$ cat src/rtl/rot_pixel_packer.sv
// rot_pixel_packer: packs the rotated 8-bit pixel stream into 32-bit words behind a small
// word FIFO, with sticky row/frame geometry error flags (the adapter cannot be stalled).
module rot_pixel_packer #(
   parameter int IMG_W      = 256,
   parameter int IMG_H      = 256,
   parameter int FIFO_DEPTH = 4
) (
   input  logic                     clk,
   input  logic                     rst,
   input  logic                     pix_valid,
   input  logic [7:0]               pix_data,
   input  logic                     pix_jump,
   input  logic                     pix_done,
   output logic                     word_valid,
   input  logic                     word_ready,
   output logic [31:0]              word_data,
   output logic                     word_last,
   output logic [$clog2(IMG_H)-1:0] row_idx,
   output logic                     frame_done,
   output logic                     err_overflow,
   output logic                     err_row_len,
   output logic                     err_frame_len
);
   localparam int CW = $clog2(IMG_W + 1);
   localparam int RW = $clog2(IMG_H);
   localparam int TW = $clog2(IMG_W * IMG_H + 1);
   localparam int AW = $clog2(FIFO_DEPTH);
   localparam logic [CW-1:0] ROW_END   = CW'(IMG_W);
   localparam logic [RW-1:0] ROW_MAX   = RW'(IMG_H - 1);
   localparam logic [TW-1:0] FRAME_END = TW'(IMG_W * IMG_H);
   localparam logic [AW:0]   FULL      = (AW + 1)'(FIFO_DEPTH);

   typedef enum logic [1:0] {IDLE, RUN, DRAIN, DONE} state_t;

   state_t        state_q, state_d;
   logic [CW-1:0] col_q, col_d, col_b, col_n;
   logic [RW-1:0] row_q, row_d;
   logic [TW-1:0] total_q, total_d, total_n;
   logic [31:0]   pack_q, pack_d, pack_n;
   logic          fin_q, fin_d, done_q, done_d;
   logic          eo_q, eo_d, er_q, er_d, ef_q, ef_d;
   logic [32:0]   mem_q [FIFO_DEPTH];
   logic [AW-1:0] wptr_q, rptr_q, wlast;
   logic [AW:0]   cnt_q;
   logic          push, pop, wr, drop, mark, mark_ok;
   logic [32:0]   push_word;
   logic          new_row, flush, full_word, complete, end_f, tail;
   logic [1:0]    lane;

   assign new_row   = pix_jump || col_q == ROW_END;
   assign flush     = new_row && col_q[1:0] != 2'd0;
   assign col_b     = new_row ? '0 : col_q;
   assign lane      = col_b[1:0];
   assign pack_n    = (new_row ? 32'd0 : pack_q) | (32'(pix_data) << {lane, 3'b000});
   assign col_n     = col_b + CW'(1);
   assign total_n   = total_q + TW'(1);
   assign complete  = total_n == FRAME_END;
   assign end_f     = complete || pix_done;
   assign tail      = end_f && col_n[1:0] != 2'd0;
   assign full_word = lane == 2'd3;

   assign pop     = cnt_q != '0 && word_ready;
   assign wr      = push && (cnt_q != FULL || pop);
   assign drop    = push && !wr;
   assign wlast   = wptr_q - AW'(1);
   assign mark_ok = mark && cnt_q != '0 && !(cnt_q == (AW + 1)'(1) && pop);

   always_comb begin
      state_d   = state_q;
      col_d     = col_q;
      row_d     = row_q;
      total_d   = total_q;
      pack_d    = pack_q;
      fin_d     = fin_q;
      done_d    = 1'b0;
      eo_d      = eo_q;
      er_d      = er_q;
      ef_d      = ef_q;
      push      = 1'b0;
      push_word = {1'b0, pack_n};
      mark      = 1'b0;
      case (state_q)
         IDLE: if (pix_valid && pix_jump) begin
            state_d = RUN;
            eo_d    = 1'b0;
            er_d    = 1'b0;
            ef_d    = 1'b0;
            pack_d  = {24'd0, pix_data};
            col_d   = CW'(1);
            row_d   = '0;
            total_d = TW'(1);
         end
         RUN: if (fin_q) begin
            push      = 1'b1;
            push_word = {1'b1, pack_q};
            fin_d     = 1'b0;
            state_d   = DRAIN;
         end else if (pix_valid) begin
            er_d    = er_q | (new_row && !(pix_jump && col_q == ROW_END));
            ef_d    = ef_q | (pix_done && !complete);
            row_d   = new_row && row_q != ROW_MAX ? row_q + RW'(1) : row_q;
            col_d   = col_n;
            total_d = total_n;
            pack_d  = full_word || (tail && !flush) ? 32'd0 : pack_n;
            // A flush and a frame-ending partial word collide: emit the tail one cycle later
            if (flush) begin
               push      = 1'b1;
               push_word = {1'b0, pack_q};
               fin_d     = tail;
            end else if (full_word || tail) begin
               push      = 1'b1;
               push_word = {end_f, pack_n};
            end
            if (end_f && !flush) state_d = DRAIN;
         end else if (pix_done) begin
            ef_d      = 1'b1;
            push      = col_q[1:0] != 2'd0;
            push_word = {1'b1, pack_q};
            mark      = col_q[1:0] == 2'd0;
            state_d   = DRAIN;
         end
         DRAIN: if (cnt_q == '0) begin
            state_d = DONE;
            done_d  = 1'b1;
         end
         default: state_d = IDLE;
      endcase
   end

   always_ff @(posedge clk or negedge rst) begin
      if (!rst) begin
         state_q <= IDLE;
         col_q   <= '0;
         row_q   <= '0;
         total_q <= '0;
         pack_q  <= '0;
         fin_q   <= 1'b0;
         done_q  <= 1'b0;
         eo_q    <= 1'b0;
         er_q    <= 1'b0;
         ef_q    <= 1'b0;
         wptr_q  <= '0;
         rptr_q  <= '0;
         cnt_q   <= '0;
         for (int i = 0; i < FIFO_DEPTH; i++) mem_q[i] <= '0;
      end else begin
         state_q <= state_d;
         col_q   <= col_d;
         row_q   <= row_d;
         total_q <= total_d;
         pack_q  <= pack_d;
         fin_q   <= fin_d;
         done_q  <= done_d;
         eo_q    <= eo_d || drop;
         er_q    <= er_d;
         ef_q    <= ef_d;
         if (wr) mem_q[wptr_q] <= push_word;
         if (mark_ok) mem_q[wlast][32] <= 1'b1;
         wptr_q  <= wptr_q + AW'(wr);
         rptr_q  <= rptr_q + AW'(pop);
         cnt_q   <= cnt_q + (AW + 1)'(wr) - (AW + 1)'(pop);
      end
   end

   assign word_valid              = cnt_q != '0;
   assign {word_last, word_data}  = word_valid ? mem_q[rptr_q] : 33'd0;
   assign row_idx                 = row_q;
   assign frame_done              = done_q;
   assign err_overflow            = eo_q;
   assign err_row_len             = er_q;
   assign err_frame_len           = ef_q;
endmodule

$ cat config.mk
export PLATFORM = sky130hd
export DESIGN_NAME = rot_pixel_packer
export DESIGN_NICKNAME = d
export VERILOG_FILES = /design/src/rtl/rot_pixel_packer.sv
export SDC_FILE = /design/constraint.sdc
export NUM_CORES = 1
export LEC_CHECK = 0
export BUFFER_PORTS_ARGS = -buffer_cell sky130_fd_sc_hd__buf_2
export CAP_MARGIN = 20
export CORE_AREA = 2 2 136 138
export DETAILED_ROUTE_END_ITERATION = 8
export DIE_AREA = 0 0 138 140
export GPL_TIMING_DRIVEN = 0
export PLACE_DENSITY = 0.82
export SYNTH_ARGS = -nofsm -noshare
export SYNTH_HDL_FRONTEND = slang
export SYNTH_SLANG_ARGS = --single-unit
$ cat constraint.sdc
create_clock -name clk -period 11.1 [get_ports clk]
set_clock_uncertainty 0.05 [all_clocks]
set_input_delay 2.22 -clock clk [delete_from_list [all_inputs] [get_ports clk]]
set_output_delay 2.22 -clock clk [all_outputs]
set_load 0.02 [all_outputs]
# --- After elaboration in Yosys (flattened, before gate mapping) ---
# Index checks and enable logic that the tools add are counted.
totals:
  regBits: 212
  output_inout_bits: 46
  in_bits: 14
op_classes:
  n_eq_ne: 16
  n_reduce_logical: 39
  muxes: 69
  n_lt_le_gt_ge: 5
  shift: 1
  n_addsub: 8
  bitwise_logic: 7
ops:
  columns: ["op", "count"]
  rows:
  - ["$mux 33", 11]
  - ["$mux 132", 2]
  - ["$mux 32", 5]
  - ["$bwmux 132", 1]
  - ["$demux 33 s2", 2]
  - ["$or 132x132->132", 1]
  - ["$bmux 33 s2", 1]
  - ["$pmux 32 s2", 1]
  - ["$mux 17", 3]
  - ["$mux 9", 4]
  - ["$pmux 17 s2", 1]
  - ["$mux 8", 4]
  - ["$or 32x32->32", 1]
  - ["$shl 8x5->32", 1]
  - ["$mux 1", 23]
  - ["$pmux 9 s2", 1]
  - ["$add 17x1->17 const B", 1]
  - ["$eq 17x17->1 const B", 1]
  - ["$logic_and 1x1->1", 17]
  - ["$pmux 8 s2", 1]
  - ["$mux 2", 6]
  - ["$reduce_and 4->1", 3]
  - ["$ne 2x2->1 const B", 5]
  - ["$add 9x1->9 const B", 1]
  - ["25 further kinds", 48]

# --- Logic depth before layout (Yosys ltp) ---
# Gate-level depths: netlist of run 1.
depth:
  ltp_word: 16
  ltp_mapped: 16

# --- Worst setup path after synthesis of run 1 ---
# OpenSTA, ideal clock, no wires.
synth_path:
  path_kind: "input -> register"
  start: "input port pix_jump"
  end: "register cnt_q[2]"
  required_ps: 10927
  path_stages: 14
  n_path_buf: 1
  path_slack_ps: 6252
  arrival_time_ps: 4675
  cell_sequence: "inv_1 > ha_1 > and2_1 > ha_1 > or3_1 > buf_1 > o21a_1 > inv_1 > ha_1 > inv_1 > ha_1 > fa_1 > xnor2_1 > xnor2_1"
synth_via:
  elab_chain_cells: 14
synth_rtl:
  columns: ["element", "line_no", "text"]
  rows:
  - ["start: declaration", "12", "input logic pix_jump,"]
  - ["$logic_or 1x1->1 (*)", "50", "assign new_row = pix_jump || col_q == ROW_END;"]
  - ["$mux 9", "52", "assign col_b = new_row ? '0 : col_q;"]
  - ["$add 9x1->9", "55", "assign col_n = col_b + CW'(1);"]
  - ["$reduce_bool 2->1", "59", "assign tail = end_f && col_n[1:0] != 2'd0;"]
  - ["$logic_and 1x1->1", "59", null]
  - ["$logic_or 1x1->1", "110", "end else if (full_word || tail) begin"]
  - ["$mux 1", "110", null]
  - ["$mux 1 (*)", "106", "if (flush) begin"]
  - ["$mux 1 (*)", "98", "end else if (pix_valid) begin"]
  - ["$mux 1 (*)", "93", "RUN: if (fin_q) begin"]
  - ["$mux 1 (*)", "82", "case (state_q)"]
  - ["$logic_and 1x1->1 (*)", "63", "assign wr = push && (cnt_q != FULL || pop);"]
  - ["$add 3x1->3 (*)", "161", "cnt_q <= cnt_q + (AW + 1)'(wr) - (AW + 1)'(pop);"]
  - ["$sub 3x1->3 (*)", "161", null]
  - ["end signal: assignment", "161", null]
  - ["end: declaration", "44", "logic [AW:0] cnt_q;"]
# Every way passes the cells marked *; elsewhere a longest branch is shown, timed or not.
# A chain may end at the register's enable or synchronous reset.

# --- Worst setup path in the final report of run 1 ---
layout_path:
  start: "register rptr_q[0]"
  end: "output port word_data[21]"
layout_via:
  elab_chain_cells: 5
layout_rtl:
  columns: ["element", "line_no", "text"]
  rows:
  - ["start: declaration", "43", "logic [AW-1:0] wptr_q, rptr_q, wlast;"]
  - ["start signal: assignment", "160", "rptr_q <= rptr_q + AW'(pop);"]
  - ["$not 2->3 (not written as such)", "166", "assign {word_last, word_data} = word_valid ? mem_q[rptr_q] : 33'd0;"]
  - ["$bmux 33 s2", "166", null]
  - ["$mux 33 (not written as such) (2 in series)", "166", null]
  - ["$mux 33", "166", null]
  - ["end: declaration", "16", "output logic [31:0] word_data,"]
# No other way between the ends. The select of a mux whose other input is x is not followed.

==> results of run 1 <==
-- final cells by class --
type                    count  area [um2]  share of cell area
multi-input cells         733        4647              0.3995
well taps                 229       286.5             0.02463
plain buffers              72       282.8             0.02431
clock inverters             6       58.81            0.005055
repair buffers             52       315.3             0.02711
flip-flops and latches    212        5305              0.4561
inverters                  26       97.59            0.008390
clock buffers              32       639.4             0.05496
-- through the flow --
step	utilization	area, um2	worst slack (ns)	total power, mW
global placement	0.6113	10870	4.172	2.013
finish	0.6543	11630	5.940	2.781
CTS	0.6543	11630	5.880	2.786
detailed placement	0.6150	10930	5.825	2.059
global route	0.6543	11630	5.729	2.938
floorplan	-	10330	6.252	1.754
-- logic make-up (layout without fill, tap and decap cells) --
logic type / count (synthesis) / after routing
AOI/OAI and AO/OA: 283 / 283
xor gates and xnor gates: 15 / 15
adders and majority gates: 13 / 13
buffers and inverters: 98 / 188
DFF: 212 / 212
muxes: 52 / 52
and+or+nand+nor: 370 / 370
-- layer usage --
metal  global-route usage  share of wire  up-vias
li1                     -              -     3815
met1               0.3689           0.42     4165
met2               0.4552           0.50      287
met3              0.03590          0.059       36
met4              0.07197          0.018        0
met5                    0              0        -
-- power groups by stage --
stage	sequential [mW]	combinational [mW]	clock [mW]
after floorplan	1.05	0.702	0
after global routing	1.08	1.09	0.761
after detailed placement	1.07	0.986	0
final	1.07	0.992	0.723
after global placement	1.06	0.950	0
after CTS	1.06	0.994	0.729
-- worst reg2reg max path, cell delays in order, from the launching register on --
cell and delay (ns):
dfrtp_1 0.44, ha_1 0.26, nand2_1 0.14, nor4_1 0.39, mux2i_1 0.24, o21ai_1 0.15
o41ai_4 0.68, buf_6 0.25, o21a_1 0.22, inv_1 0.07, ha_1 0.27, inv_1 0.04
ha_1 0.18, fa_1 0.37, xnor2_1 0.18, xnor2_1 0.14
-- worst max path at each step --
stage | from | to | slack (ns) | depth (start not counted)
detailed placement | pix_jump | cnt_q[2] | 5.83 | 15
finish | rptr_q[0] | word_data[21] | 5.94 | 5
global route | rptr_q[0] | word_data[21] | 5.73 | 5
CTS | rptr_q[0] | word_data[21] | 5.88 | 5
global placement | rst | asynchronous set/reset pin | 4.17 | 1
floorplan | pix_jump | cnt_q[2] | 6.25 | 14
-- cell usage after synthesis (7+ instances only) --
cell type	n
a21oi_1	49
a22o_1	18
a22oi_1	17
and2_1	38
and3_1	7
buf_1	14
clkbuf_1	53
dfrtp_1	212
ha_1	12
inv_1	26
mux2_2	11
mux2i_1	8
mux4_2	33
nand2_1	176
nand3_1	19
nor2_1	50
nor3_1	23
o21ai_0	152
o21ai_1	19
or2_2	27
xnor2_1	8
xor2_1	7
==> impl_metrics.csv, run 1 <==
group,metric,value,unit
synth,synth-xor-area-share,0.01271,
setup_path,crit_type,"register to output pin",
timing,fin_crit_sh,0.4649,
synth,synthCells,1043,
timing,max_slew_margin,0.4050,
detailed_routing,routed_wl,25470,um
synth,synth_area,0.01033,mm2
global_route,grt_pass1_wl,42410,um
synth,synth-compound-area-share,0.1603,
pwr,power_frac_seq,0.383,
detailed_routing,routed_via_density,6.096,
synth,synthMuxAreaShare,0.09167,
timing,worstMarginPinSlew,0.8925,ns
pwr,p_comb_frac,0.357,
timing,hold_viol,0,
floorplan,die_area,0.01932,mm2
setup_path,cpMaxStageDelayCell,"buf_1",
floorplan,die-height,140,um
setup_path,critPathTopFamily,"buffers and inverters",
placement,place_congestion,0.8539,
clock_network,cts_tree,"built",
synth,synth_top_area_cell,"dfrtp_1",
pwr,switchingPower,1.031,mW
floorplan,die_w,138,um
synth,ys_types,55,
detailed_routing,wl_per_cell,18.70,um
setup_path,cp.arrival,2.89,ns
synth,synth_area_leaders,"dfrtp_1 51%, o21ai_0 7.4%, mux4_2 7.2%, nand2_1 6.4%, a21oi_1 2.4%",
job,maxCapViolCount,0,
timing,setup-tns-final,0,ns
detailed_routing,drt.antenna.violating_nets,0,
clock_network,clk_pin_slew,0.06,ns
clock_network,cts_buffers,23,
timing,slew_viol_final,0,
placement,dp_hpwl,17120,um
global_route,grt-ovfl-total,0,
setup_path,critPathLaunchType,"register",
detailed_routing,vias,8303,
floorplan,ioPinCount,60,
cells_and_area,drive_gt1_frac,0.1518,
synth,synth_edf_count,0,
cells_and_area,fillers,1384,
setup_path,slowest_delay,0.72,ns
global_route,antenna_found_initial,0,
detailed_routing,dr.pass1.iters,5,
setup_path,required,8.83,ns
pwr,powerDensity,239.1,mW/mm2
cells_and_area,nets,1147,
setup_path,r2r_slack,6.96,ns
clock_network,clock_latency,0.51,ns
timing,fin_hold_ws,0.4269,ns
pwr,power.internal,1.750,mW
clock_network,clockBufferDepth,3,
placement,port_buffers,50,
synth,synth_simple_gate_area_share,0.1686,
setup_path,rr_endpoint,"cnt_q[2]",
synth,postSynthAreaPerCell,9.906,um2
setup_path,r2r-start,"total_q[0]",
setup_path,ff2ff_path_depth,15,
synth,synth_top_cell_area_share,0.5134,
floorplan,start_util,0.5811,
min_path,whs_path_depth,2,
timing,rsz0062_at_grt,"false",
setup_path,critPathMaxFanout,10,
synth,yosysSeqAreaShare,0.5134,
synth,yosysWarnings,0,
floorplan,num_rows,49,
cells_and_area,instances_no_fill,1362,
floorplan,core_area,0.01778,mm2
setup_path,endpoint_kind,"output pin",
cells_and_area,layout_commonest_cell,"dfrtp_1",
synth,ys.flop_type,"dfrtp_1",
pwr,swShare,0.3708,
timing,setup_viol,0,
placement,placedCellCount,1324,
min_path,min_path_type,"register to register",
pwr,p_leak,5.107,nW
detailed_routing,drc,0,
synth,synth_seq_cells,212,
timing,fin_crit,5.160,ns
synth,synth-adder-area-share,0.01647,
global_route,grt_max_degree,115,
global_route,grt_usage,0.2680,
clock_network,cts.hold.buffers_added,0,
clock_network,clock-sinks,212,
setup_path,crit_buf_inv,3,
pwr,peakVddDrop,0.1339,mV
pwr,clkPwrFrac,0.260,
detailed_routing,drt_iter0_markers,751,
synth,syn_nets,1070,
synth,synth_top_family_by_area,"simple AND/OR/NAND/NOR gates",
clock_network,post_cts_buffers,0,
run_status,outcome,"completed",
cells_and_area,area_growth_syn_to_layout,12.58,%
clock_network,cts-resized-gates,0,
synth,async_reset_ff_frac,1.000,
setup_path,crit_chain,"clkbuf_1, buf_1, mux4_2, and2_1, buf_2",
clock_network,root_buffer,"clkbuf_16",
cells_and_area,antenna_cells,0,
timing,fmax,193.8,MHz
clock_network,h-tree-depth,1,
cells_and_area,final_cell_mix,"212 x dfrtp_1, 176 x nand2_1, 152 x o21ai_0",
global_route,grt_pass1_vias,8231,
Note: power is estimated with default switching activity, not from simulation.
==> run 2, diff against run 1 <==
CORE_AREA = 2 2 141 143   (was 2 2 136 138)
DIE_AREA = 0 0 143 145   (was 0 0 138 140)
PLACE_DENSITY = 0.81   (was 0.82)
clock period = 4.6 ns   (was 11.1 ns; I/O delays follow)
==> run 2 against run 1 <==
Effect of this change: global-route usage fell by 1.5 points; clock-buffer cell count is the same; sequential share of layout area fell by 0.40 points; non-clock buffer count is 1 lower; worst setup slack lost 5.4 ns; final cell count is 2.7% higher; sequential power up 140%; flip-flop and latch count unchanged; utilization shrank 4.3 points; hold slack worse by 0.042 ns; critical endpoint is now cnt_q[2]; final area grew 0.88%; register-to-register slack worse by 6.4 ns.
==> impl_metrics.csv, run 2 (synthesis results as in run 1) <==
group,metric,value,unit
clock_network,cts_tree,"built",
clock_network,cts-resized-gates,0,
clock_network,h-tree-depth,1,
setup_path,crit_top_cell,"ha_1",
floorplan,die_w,143,um
global_route,grt_usage,0.2527,
cells_and_area,fillers,1568,
timing,max_slew_margin,0.3926,
global_route,grt-ovfl-total,0,
placement,port_buffers,50,
timing,fmax,246.2,MHz
setup_path,crit_type,"register to register",
clock_network,cts_buffers,23,
timing,rsz0062_at_grt,"false",
timing,slew_viol_final,0,
detailed_routing,dr.pass1.iters,5,
placement,dp_slack,0.5860,ns
clock_network,clockBufferDepth,3,
placement,place_congestion,0.8482,
setup_path,critPathLaunchType,"register",
timing,worstMarginPinSlew,0.9111,ns
setup_path,r2r_slack,0.54,ns
floorplan,ioPinCount,60,
cells_and_area,antenna_cells,0,
detailed_routing,routed_via_density,5.837,
detailed_routing,drt_iter0_markers,615,
global_route,grt_max_degree,122,
global_route,grt_pass1_vias,8276,
cells_and_area,drive_gt1_frac,0.1526,
detailed_routing,drt.antenna.violating_nets,0,
setup_path,endpoint_kind,"register",
setup_path,slowest_delay,0.66,ns
pwr,peakVddDrop,0.3162,mV
timing,setup-tns-final,0,ns
detailed_routing,wl_per_cell,18.19,um
cells_and_area,final_cell_mix,"212 x dfrtp_1, 176 x nand2_1, 152 x o21ai_0",
pwr,p_leak,5.133,nW
setup_path,cp.arrival,4.45,ns
min_path,min_path_type,"primary input to asynchronous set/reset pin",
cells_and_area,nets,1146,
clock_network,cts.hold.buffers_added,0,
setup_path,cpMaxStageDelayCell,"o41ai_4",
timing,hold_viol,0,
floorplan,die_area,0.02074,mm2
timing,fin_hold_ws,0.3847,ns
floorplan,num_rows,51,
global_route,antenna_found_initial,0,
job,maxCapViolCount,0,
clock_network,clk_pin_slew,0.06,ns
cells_and_area,fin_util,0.6110,
setup_path,critPathMaxFanout,10,
cells_and_area,layout_commonest_cell,"dfrtp_1",
cells_and_area,area_growth_syn_to_layout,13.57,%
global_route,grt_pass1_wl,42430,um
timing,fin_crit_sh,0.8831,
clock_network,clock_latency,0.51,ns
placement,dp_hpwl,17040,um
floorplan,die-height,145,um
detailed_routing,drc,0,
clock_network,root_buffer,"clkbuf_16",
setup_path,crit_chain,"ha_1, nand2_1, nor4_1, mux2i_1, o21ai_1, o41ai_4, buf_6, o21a_1, inv_1, ha_1, inv_1, ha_1, fa_1, xnor2_1, xnor2_1",
clock_network,post_cts_buffers,0,
floorplan,core_area,0.01921,mm2
cells_and_area,design_area,0.01174,mm2
detailed_routing,vias,8166,
cells_and_area,instances_no_fill,1399,
setup_path,required,4.98,ns
placement,placedCellCount,1359,
timing,setup_slack,0.5377,ns
detailed_routing,routed_wl,25450,um
pwr,power,6.888,mW
clock_network,clock-sinks,212,
timing,fin_crit,4.062,ns
run_status,outcome,"completed",
floorplan,start_util,0.5379,
timing,setup_viol,0,
placement,place_area,0.01095,mm2
pwr,powerDensity,586.9,mW/mm2
run 2: cell type report:
| class | instances | area (um2) | share of cell area |
|---|---|---|---|
| plain buffers | 72 | 282.8 | 0.02410 |
| clock inverters | 8 | 143.9 | 0.01226 |
| repair buffers | 51 | 287.8 | 0.02452 |
| inverters | 26 | 97.59 | 0.008316 |
| well taps | 265 | 331.6 | 0.02825 |
| multi-input cells | 733 | 4647 | 0.3960 |
| flip-flops and latches | 212 | 5305 | 0.4521 |
| clock buffers | 32 | 639.4 | 0.05448 |
run 2: worst paths after layout:
path                            start                          to  cells after the start
max in group asynchronous         rst                  pack_q[13]                      2
max reg2reg                total_q[0]                    cnt_q[2]                     15
min reg2reg                  register                    register                      2
min in group clk             register                    register                      2
max                        total_q[0]                    cnt_q[2]                     15
min                               rst  asynchronous set/reset pin                      1
run 2: where the power goes:
| group | internal (mW) | switching [mW] |
|---|---|---|
| Sequential | 2.30 | 0.278 |
| Clock | 1.19 | 0.739 |
| Combinational | 0.905 | 1.48 |
run 2: critical path: cells and delay by family, from the launching register on:
kind | cells | cell delay, ns
AND/OR/NAND/NOR | 2 | 0.51
buffers and inverters | 3 | 0.34
multiplexers | 1 | 0.24
flip-flops | 1 | 0.44
AO/OA/AOI/OAI | 3 | 1.01
XOR/XNOR | 2 | 0.31
adder cells (fa/ha/maj) | 4 | 1.10
run 2: metal layers:
layer | GRT usage | vias to the layer above | wire, um
met3 | 0.04323 | 47 | 1429
met1 | 0.3610 | 4048 | 11180
met2 | 0.4014 | 252 | 12320
met5 | 0 | - | 0
li1 | - | 3819 | -
met4 | 0.06980 | 0 | 519
==> run 3, diff against run 2 <==
CELL_PAD_IN_SITES_DETAIL_PLACEMENT = 0   (was not set)
CELL_PAD_IN_SITES_GLOBAL_PLACEMENT = 1   (was not set)
CORE_AREA = 2 2 157 159   (was 2 2 141 143)
DIE_AREA = 0 0 159 161   (was 0 0 143 145)
PLACE_DENSITY = 0.82   (was 0.81)
==> run 3 against run 2 <==
Effect of this change: wire length up 4.1%; largest power group unchanged; critical path depth unchanged; flip-flop and latch count unchanged; final area up 0.45%; sequential share of layout area down 0.20 points; clock-buffer cell count up 6; via count down 1.4%.
==> impl_metrics.csv, run 3 (synthesis results as in run 1) <==
group,metric,value,unit
cells_and_area,nets,1148,
pwr,power.internal,4.314,mW
timing,setup-tns-final,0,ns
timing,slew_viol_final,0,
cells_and_area,fillers,2290,
min_path,min_path_type,"register to register",
clock_network,cts_buffers,25,
pwr,power,6.813,mW
clock_network,cts.hold.buffers_added,0,
pwr,power_frac_seq,0.376,
clock_network,clk_pin_slew,0.05,ns
floorplan,ioPinCount,60,
cells_and_area,drive_gt1_frac,0.1514,
detailed_routing,routed_via_density,5.513,
global_route,antenna_found_initial,1,
timing,rsz0062_at_grt,"false",
clock_network,clock_latency,0.52,ns
floorplan,die_w,159,um
global_route,grt_max_degree,115,
cells_and_area,area_growth_syn_to_layout,14.08,%
detailed_routing,drc,0,
timing,fin_crit_sh,0.9044,
timing,hold_viol,0,
floorplan,die_area,0.02560,mm2
pwr,peakVddDrop,0.2806,mV
global_route,grt_pass1_wl,43130,um
detailed_routing,wl_per_cell,18.14,um
floorplan,core_area,0.02396,mm2
setup_path,required,4.99,ns
placement,port_buffers,50,
cells_and_area,layout_commonest_cell,"dfrtp_1",
floorplan,die-height,161,um
detailed_routing,drt.antenna.violating_nets,0,
cells_and_area,seqCellArea,0.005305,mm2
timing,fin_crit,4.160,ns
pwr,clkPwrFrac,0.274,
global_route,grt_usage,0.2081,
setup_path,crit_type,"register to register",
floorplan,num_rows,57,
placement,placedCellCount,1418,
global_route,grt-ovfl-total,0,
timing,fmax,240.4,MHz
run_status,outcome,"completed",
cells_and_area,multi_input_area,0.004647,mm2
setup_path,critPathMaxFanout,10,
clock_network,h-tree-depth,1,
clock_network,clock-sinks,212,
clock_network,cts_tree,"built",
pwr,p_comb_frac,0.350,
global_route,grt_pass1_vias,7845,
setup_path,endpoint_kind,"register",
job,maxCapViolCount,0,
detailed_routing,drt_iter0_markers,501,
floorplan,start_util,0.4312,
cells_and_area,instances_no_fill,1461,
setup_path,critPathLaunchType,"register",
clock_network,clockBufferDepth,3,
setup_path,cp.arrival,4.55,ns
clock_network,cts-resized-gates,0,
clock_network,post_cts_buffers,0,
detailed_routing,routed_wl,26500,um
timing,max_slew_margin,0.3632,
pwr,powerDensity,578.0,mW/mm2
placement,dp_hpwl,17680,um
clock_network,root_buffer,"clkbuf_16",
pwr,p_leak,5.121,nW
placement,place_congestion,0.8191,
detailed_routing,vias,8055,
timing,worstMarginPinSlew,0.9553,ns
pwr,swShare,0.3668,
pwr,switchingPower,2.499,mW
timing,setup_viol,0,
detailed_routing,dr.pass1.iters,4,
cells_and_area,final_cell_mix,"212 x dfrtp_1, 176 x nand2_1, 152 x o21ai_0",
==> run 3: changes by cell type in the layout (fill, tap and decap cells not counted) <==
cell | previous run | this run
bufinv_16 | 4 | 1
clkbuf_1 | 59 | 62
clkbuf_16 | 23 | 25
clkbuf_8 | 3 | 4
diode_2 | 0 | 1
inv_6 | 1 | 0
==> run 3: power groups by stage <==
stage	Sequential, mW	Clock, mW	Combinational, mW
3_5_place_dp	2.59	0	2.40
5_1_grt	2.62	1.99	2.65
4_1_cts	2.56	1.90	2.41
2_1_floorplan	2.54	0	1.69
3_3_place_gp	2.57	0	2.36
6_report	2.56	1.86	2.39
==> run 3: metrics by stage <==
step / setup slack [ns] / utilization / instance area [um2] / hold WS (ns)
after floorplan: 0.9547 / - / 10330 / 0.3946
after global placement: -1.154 / 0.4585 / 10990 / 0.4065
after detailed placement: 0.4220 / 0.4601 / 11030 / 0.4156
after CTS: 0.3843 / 0.4918 / 11790 / 0.4284
after global routing: 0.1392 / 0.4919 / 11790 / 0.4465
final: 0.4396 / 0.4919 / 11790 / 0.4245
==> run 3: per-layer routing <==
| layer | global-route usage | vias up | routed length [um] |
|---|---|---|---|
| met5 | 0 | - | 0 |
| met4 | 0.05124 | 0 | 477 |
| met3 | 0.02465 | 36 | 1343 |
| met2 | 0.3536 | 208 | 12730 |
| met1 | 0.2877 | 3991 | 11950 |
| li1 | - | 3820 | - |
==> run 3: cell type report <==
class                   count  share of cell area
repair buffers             51             0.02441
plain buffers              72             0.02399
multi-input cells         733              0.3942
flip-flops and latches    212              0.4501
inverters                  26            0.008279
clock inverters             4            0.003821
clock buffers              38             0.06061
diodes                      1           0.0002123
well taps                 324             0.03439
==> run 3: path summary, 6_finish.rpt <==
check / to / slack [ns] / depth (start not counted) / from
max: cnt_q[2] / 0.44 / 15 / total_q[0]
min: register / 0.42 / 2 / register
max reg2reg: cnt_q[2] / 0.44 / 15 / total_q[0]
min reg2reg: register / 0.42 / 2 / register
max in group asynchronous: asynchronous set/reset pin / 3.04 / 2 / rst
min in group asynchronous: asynchronous set/reset pin / 0.44 / 1 / rst
==> run 3: worst max-delay path, cell delays in order, from the launching register on <==
cell and delay [ns]:
dfrtp_1 0.43, ha_1 0.26, nand2_1 0.14, nor4_1 0.40, mux2i_1 0.24, o21ai_1 0.15, o41ai_4 0.69, buf_6 0.24
o21a_1 0.22, inv_1 0.06, ha_1 0.27, inv_1 0.04, ha_1 0.19, fa_1 0.38, xnor2_1 0.19, xnor2_1 0.14
